==> config.mk <==
export PLATFORM = sky130hd
export DESIGN_NAME = fb_rect_fill_flat
export DESIGN_NICKNAME = d
export VERILOG_FILES = /design/src/rtl/fb_pkg.sv /design/src/rtl/fb_rect_fill_if.sv /design/src/rtl/fb_rect_fill.sv /design/src/flat_wrapper.sv
export SDC_FILE = /design/constraint.sdc
export NUM_CORES = 1
export LEC_CHECK = 0
export ABC_AREA = 1
export BUFFER_PORTS_ARGS = -buffer_cell sky130_fd_sc_hd__buf_2
export CORE_ASPECT_RATIO = 0.8
export CORE_MARGIN = 1.5
export CORE_UTILIZATION = 59
export DETAILED_ROUTE_END_ITERATION = 8
export PLACE_DENSITY = 0.88
export SLEW_MARGIN = 20
export SYNTH_ARGS = -nofsm -noshare
export SYNTH_HDL_FRONTEND = slang
export SYNTH_SLANG_ARGS = --single-unit
==> constraint.sdc <==
create_clock -name clk -period 5 [get_ports clk]
set_clock_uncertainty 0.05 [all_clocks]
set_input_delay 1 -clock clk [delete_from_list [all_inputs] [get_ports clk]]
set_output_delay 1 -clock clk [all_outputs]
set_load 0.01 [all_outputs]
==> src/rtl/fb_pkg.sv <==
// Framebuffer geometry and pixel/address types shared by the drawing engine and the VGA driver.
package fb_pkg;
  localparam int FB_W      = 320;
  localparam int FB_H      = 240;
  localparam int FB_PIXELS = FB_W * FB_H;
  localparam int AW        = 17;
  localparam int DW        = 12;

  typedef logic [DW-1:0] pixel_t;
  typedef logic [AW-1:0] fb_addr_t;
endpackage

==> src/rtl/fb_rect_fill_if.sv <==
// Command handshake plus VRAM write port of the rectangle-fill engine.
interface fb_rect_fill_if;
  import fb_pkg::*;

  logic     cmd_valid;
  logic     cmd_ready;
  logic [8:0] cmd_x0;
  logic [7:0] cmd_y0;
  logic [8:0] cmd_w;
  logic [7:0] cmd_h;
  pixel_t   cmd_color;
  logic     busy;
  logic     done;
  fb_addr_t wr_addr;
  pixel_t   wr_data;
  logic     wr_en;

  // master issues commands and observes the write port; slave is the engine
  modport master (
    output cmd_valid, cmd_x0, cmd_y0, cmd_w, cmd_h, cmd_color,
    input  cmd_ready, busy, done, wr_addr, wr_data, wr_en
  );
  modport slave (
    input  cmd_valid, cmd_x0, cmd_y0, cmd_w, cmd_h, cmd_color,
    output cmd_ready, busy, done, wr_addr, wr_data, wr_en
  );
endinterface

==> src/rtl/fb_rect_fill.sv <==
// Rectangle-fill engine: clips a command to the 320x240 framebuffer and writes one pixel per clock
// in row-major order, stepping addresses with adds only.
module fb_rect_fill
  import fb_pkg::*;
(
  input  logic          clk,
  input  logic          reset,
  fb_rect_fill_if.slave bus
);
  typedef enum logic [1:0] {S_IDLE, S_CLIP, S_DRAW, S_DONE} state_t;

  localparam logic [9:0]  FB_W10   = 10'(FB_W);
  localparam logic [9:0]  FB_H10   = 10'(FB_H);
  localparam fb_addr_t    ROW_STEP = fb_addr_t'(FB_W);

  state_t     state_reg, state_next;
  logic [8:0] x0_reg, x0_next, w_reg, w_next, x_reg, x_next;
  logic [7:0] y0_reg, y0_next, h_reg, h_next, y_reg, y_next;
  logic [9:0] x1_reg, x1_next, y1_reg, y1_next;
  pixel_t     color_reg, color_next, wr_data_reg, wr_data_next;
  fb_addr_t   row_base_reg, row_base_next, wr_addr_reg, wr_addr_next;
  logic       wr_en_reg, wr_en_next;

  logic [9:0] x_sum, y_sum, x_inc, y_inc;
  fb_addr_t   y0_ext, x0_ext, row_y0;
  logic       empty;

  always_comb begin
    x_sum  = {1'b0, x0_reg} + {1'b0, w_reg};
    y_sum  = {2'b0, y0_reg} + {2'b0, h_reg};
    x_inc  = {1'b0, x_reg} + 10'd1;
    y_inc  = {2'b0, y_reg} + 10'd1;
    y0_ext = fb_addr_t'(y0_reg);
    x0_ext = fb_addr_t'(x0_reg);
    // y*320 as y*256 + y*64
    row_y0 = (y0_ext << 8) + (y0_ext << 6);
    empty  = ({1'b0, x0_reg} >= FB_W10) || ({2'b0, y0_reg} >= FB_H10) ||
             (w_reg == 9'd0) || (h_reg == 8'd0);
  end

  always_ff @(posedge clk or posedge reset) begin
    if (reset) begin
      state_reg    <= S_IDLE;
      x0_reg       <= '0;
      y0_reg       <= '0;
      w_reg        <= '0;
      h_reg        <= '0;
      color_reg    <= '0;
      x1_reg       <= '0;
      y1_reg       <= '0;
      x_reg        <= '0;
      y_reg        <= '0;
      row_base_reg <= '0;
      wr_addr_reg  <= '0;
      wr_data_reg  <= '0;
      wr_en_reg    <= 1'b0;
    end else begin
      state_reg    <= state_next;
      x0_reg       <= x0_next;
      y0_reg       <= y0_next;
      w_reg        <= w_next;
      h_reg        <= h_next;
      color_reg    <= color_next;
      x1_reg       <= x1_next;
      y1_reg       <= y1_next;
      x_reg        <= x_next;
      y_reg        <= y_next;
      row_base_reg <= row_base_next;
      wr_addr_reg  <= wr_addr_next;
      wr_data_reg  <= wr_data_next;
      wr_en_reg    <= wr_en_next;
    end
  end

  // The write registers always hold the pixel being emitted this cycle, so the first
  // pixel is loaded on the way out of CLIP and the last one is dropped entering DONE.
  always_comb begin
    state_next    = state_reg;
    x0_next       = x0_reg;
    y0_next       = y0_reg;
    w_next        = w_reg;
    h_next        = h_reg;
    color_next    = color_reg;
    x1_next       = x1_reg;
    y1_next       = y1_reg;
    x_next        = x_reg;
    y_next        = y_reg;
    row_base_next = row_base_reg;
    wr_addr_next  = wr_addr_reg;
    wr_data_next  = wr_data_reg;
    wr_en_next    = 1'b0;
    unique case (state_reg)
      S_IDLE: begin
        if (bus.cmd_valid) begin
          x0_next    = bus.cmd_x0;
          y0_next    = bus.cmd_y0;
          w_next     = bus.cmd_w;
          h_next     = bus.cmd_h;
          color_next = bus.cmd_color;
          state_next = S_CLIP;
        end
      end
      S_CLIP: begin
        x1_next = (x_sum > FB_W10) ? FB_W10 : x_sum;
        y1_next = (y_sum > FB_H10) ? FB_H10 : y_sum;
        if (empty) begin
          state_next = S_DONE;
        end else begin
          x_next        = x0_reg;
          y_next        = y0_reg;
          row_base_next = row_y0;
          wr_addr_next  = row_y0 + x0_ext;
          wr_data_next  = color_reg;
          wr_en_next    = 1'b1;
          state_next    = S_DRAW;
        end
      end
      S_DRAW: begin
        if (x_inc < x1_reg) begin
          x_next       = x_reg + 9'd1;
          wr_addr_next = wr_addr_reg + fb_addr_t'(1);
          wr_en_next   = 1'b1;
        end else if (y_inc < y1_reg) begin
          y_next        = y_reg + 8'd1;
          x_next        = x0_reg;
          row_base_next = row_base_reg + ROW_STEP;
          wr_addr_next  = row_base_reg + ROW_STEP + x0_ext;
          wr_en_next    = 1'b1;
        end else begin
          state_next = S_DONE;
        end
      end
      S_DONE: state_next = S_IDLE;
      default: state_next = S_IDLE;
    endcase
  end

  assign bus.cmd_ready = (state_reg == S_IDLE);
  assign bus.busy      = (state_reg != S_IDLE);
  assign bus.done      = (state_reg == S_DONE);
  assign bus.wr_addr   = wr_addr_reg;
  assign bus.wr_data   = wr_data_reg;
  assign bus.wr_en     = wr_en_reg;
endmodule
==> src/flat_wrapper.sv <==
// flat-port wrapper written by rule: the top's interface ports become plain ports
module fb_rect_fill_flat import fb_pkg::*;
  (clk, reset, bus_cmd_valid, bus_cmd_x0, bus_cmd_y0, bus_cmd_w, bus_cmd_h, bus_cmd_color, bus_cmd_ready, bus_busy, bus_done, bus_wr_addr, bus_wr_data, bus_wr_en);
  fb_rect_fill_if bus_i ();
  input  logic clk;
  input  logic reset;
  input wire logic [$bits(bus_i.cmd_valid)-1:0] bus_cmd_valid;
  input wire logic [$bits(bus_i.cmd_x0)-1:0] bus_cmd_x0;
  input wire logic [$bits(bus_i.cmd_y0)-1:0] bus_cmd_y0;
  input wire logic [$bits(bus_i.cmd_w)-1:0] bus_cmd_w;
  input wire logic [$bits(bus_i.cmd_h)-1:0] bus_cmd_h;
  input wire logic [$bits(bus_i.cmd_color)-1:0] bus_cmd_color;
  output wire logic [$bits(bus_i.cmd_ready)-1:0] bus_cmd_ready;
  output wire logic [$bits(bus_i.busy)-1:0] bus_busy;
  output wire logic [$bits(bus_i.done)-1:0] bus_done;
  output wire logic [$bits(bus_i.wr_addr)-1:0] bus_wr_addr;
  output wire logic [$bits(bus_i.wr_data)-1:0] bus_wr_data;
  output wire logic [$bits(bus_i.wr_en)-1:0] bus_wr_en;
  assign bus_i.cmd_valid = bus_cmd_valid;
  assign bus_i.cmd_x0 = bus_cmd_x0;
  assign bus_i.cmd_y0 = bus_cmd_y0;
  assign bus_i.cmd_w = bus_cmd_w;
  assign bus_i.cmd_h = bus_cmd_h;
  assign bus_i.cmd_color = bus_cmd_color;
  assign bus_cmd_ready = bus_i.cmd_ready;
  assign bus_busy = bus_i.busy;
  assign bus_done = bus_i.done;
  assign bus_wr_addr = bus_i.wr_addr;
  assign bus_wr_data = bus_i.wr_data;
  assign bus_wr_en = bus_i.wr_en;
  fb_rect_fill u_core (.clk(clk), .reset(reset), .bus(bus_i));
endmodule
==> impl_metrics.py <==
metrics = {
    "sta": {
        "timing.final.crit_period_ps": 3917,
        "finalHoldViolCount": 0,
        "slew_viol_final": 0,
        "slew_headroom": 0.3166,
        "setup_tns_ps": 0,
        "fmax_mhz": 255.3,
        "rsz0062_at_grt": "false",
        "setup_viol": 0,
        "finalCritPeriodShare": 0.7833,
        "tightest_slew_ps": 1019,
    },
    "finish": {
        "fill_cells": 1045,
        "multi_input_area_um2": 4691,
        "n_antenna_cell": 0,
        "syn_to_final_growth_pct": 13.11,
        "ff_latch_area_um2": 3128,
        "layout-drive-gt1-share": 0.1741,
        "nNetsFinal": 1245,
        "final_cell_mix": "261 x nand2_1, 125 x dfrtp_1, 106 x inv_1",
        "largest_reg_flops": 17,
        "final_common_cell": "nand2_1",
    },
    "setup_path": {
        "cp_data_required_time_ps": 5310,
        "critPathKind": "reg -> reg",
        "cp_slowest_stage_delay_ps": 620,
        "path_buf_inv": 2,
        "worstPathMaxFanout": 34,
        "cp_slowest_cell": "nand3_1",
        "cp-end-kind": "flop",
        "worst_path_most_repeated_cell": "nand3_1",
        "crit_path_start_kind": "flop",
        "cp_cell_sequence": "nand3_1, nor3_1, nand3_1, nand2_1, inv_1, ha_1, a21oi_1, o21a_1, nand3_1, nand3_1, nand3_4, inv_4, o211ai_1, nand2_1",
        "crit_family": "simple AND/OR/NAND/NOR gates",
        "worst_ep_arrival_time_ps": 4230,
    },
    "yosys": {
        "synth.cell_area_um2": 8446,
        "syn_area_per_cell_um2": 7.930,
        "synth_cell_types": 48,
        "ys_seq_area_frac": 0.3704,
        "synthesis.nets": 1173,
        "ys_ff_latch": 125,
        "ys_warn_count": 0,
        "syn_inst": 1065,
    },
    "floorplanning": {
        "num_io_pins": 82,
        "die_y_um": 110.0,
        "initial_core_util": 0.6125,
        "die_w_um": 136.8,
        "core_area_um2": 13790,
        "die_area_um2": 15050,
        "core.rowCount": 38,
    },
    "clocking": {
        "ctsLongestPathBuffers": 2,
        "cts_hold_buffers": 0,
        "numCtsBuffers": 17,
        "htreeDepth": 4,
        "root_buffer": "clkbuf_16",
        "postCtsSetupBuffers": 0,
        "clk_pin_slew_worst_paths_ps": 60,
        "clk_latency_ps": 430,
        "cts_tree": "done",
        "cts.sinks": 125,
        "cts_resized": 0,
    },
    "placement": {
        "port_buffers": 81,
        "globalplace.congestion": 0.8794,
        "hpwl_um": 14790,
    },
    "grt": {
        "gr-total-overflow": 0,
        "antenna_found_initial": 0,
        "grt_pass1_wl_um": 35830,
        "grt_pass1_vias": 7530,
        "grt.total_usage": 0.3058,
        "grt_max_degree": 69,
    },
    "route": {
        "first_iter_violations": 663,
        "via_per_inst": 5.772,
        "drt_wl_total_um": 21420,
        "drc": 0,
        "wire_per_inst_um": 16.12,
        "vias": 7671,
        "first_pass_iters": 8,
        "drtAntennaViolNets": 0,
    },
    "outcome": {
        "status": "completed",
    },
    "min_path": {
        "hp-class": "reg -> reg",
    },
    "job": {
        "maxCapViolCount": 0,
    },
}
[synthesized netlist by cell type, drive strengths merged]
master	n	area (um2)
a21o	4	30.03
a21oi	56	291.5
a22oi	1	7.510
a31oi	7	43.79
buf	19	140.1
clkbuf	12	45.04
clkinv	2	7.510
conb	1	3.750
dfrtp	125	3128
fa	4	80.08
ha	55	688.2
inv	117	441.7
mux2	46	518.0
nand2	271	1040
nand3	57	302.8
nand3b	5	50.05
nand4	19	118.9
nor2	98	451.7
nor3	9	56.31
nor4	3	18.77
o211ai	9	86.33
o21a	1	7.510
o21ai	97	485.5
o21bai	3	22.52
o22ai	1	6.260
or2	4	25.03
xnor2	13	113.9
xor2	26	235.2
[logic make-up after synthesis]
kind of cell / share of synthesized area
adder cells (fa/ha/maj): 0.09096
multiplexers: 0.06133
other: 0.0004440
flip-flops: 0.3704
AND/OR/NAND/NOR: 0.2443
buffers and inverters: 0.07511
AO/OA/AOI/OAI: 0.1161
XOR/XNOR: 0.04133
[per-stage QoR]
stage / hold WS [ps] / std cells / setup slack [ps] / instance area (um2) / util
floorplan: 398.8 / 1065 / 622.4 / 8446 / -
global placement: 413.6 / 1298 / 1418 / 8919 / 0.6468
detailed placement: 424.2 / 1298 / 1274 / 8919 / 0.6468
CTS: 437.6 / 1329 / 1166 / 9548 / 0.6925
global route: 454.9 / 1329 / 660.0 / 9553 / 0.6928
finish: 436.6 / 1329 / 1083 / 9553 / 0.6928
[routing by layer]
metal | up-vias | track usage | routed length, um | part of all wire
li1 | 3662 | - | - | -
met1 | 3622 | 0.3874 | 9037 | 0.42
met2 | 310 | 0.5129 | 10330 | 0.48
met3 | 77 | 0.05624 | 1338 | 0.062
met4 | 0 | 0.1398 | 720 | 0.034
met5 | - | 0 | 0 | 0
[final cells by class]
cell class | count | share of cell area
repair buffers | 84 | 0.04479
inverters | 119 | 0.04728
clock inverters | 13 | 0.01991
flip-flops and latches | 125 | 0.3274
well taps | 180 | 0.02358
clock buffers | 18 | 0.04597
multi-input cells | 790 | 0.4910
[worst paths after layout]
kind                            slack, ps               endpoint             startpoint  depth (start not counted)
min in group asynchronous             690        u_core.w_reg[1]                  reset                          2
worst min register to register        440  u_core.bus.wr_data[4]  u_core.bus.wr_data[4]                          1
worst max-delay path                 1080  u_core.bus.wr_addr[9]        u_core.x_reg[0]                         14
max in group asynchronous            3270       u_core.y1_reg[0]                  reset                          3
worst min-delay path                  440  u_core.bus.wr_data[4]  u_core.bus.wr_data[4]                          1
worst max register to register       1080  u_core.bus.wr_addr[9]        u_core.x_reg[0]                         14
Power is left out: the tool's default activity adds up to more than one toggle a clock period on the data nets, which glitch-free logic cannot reach.
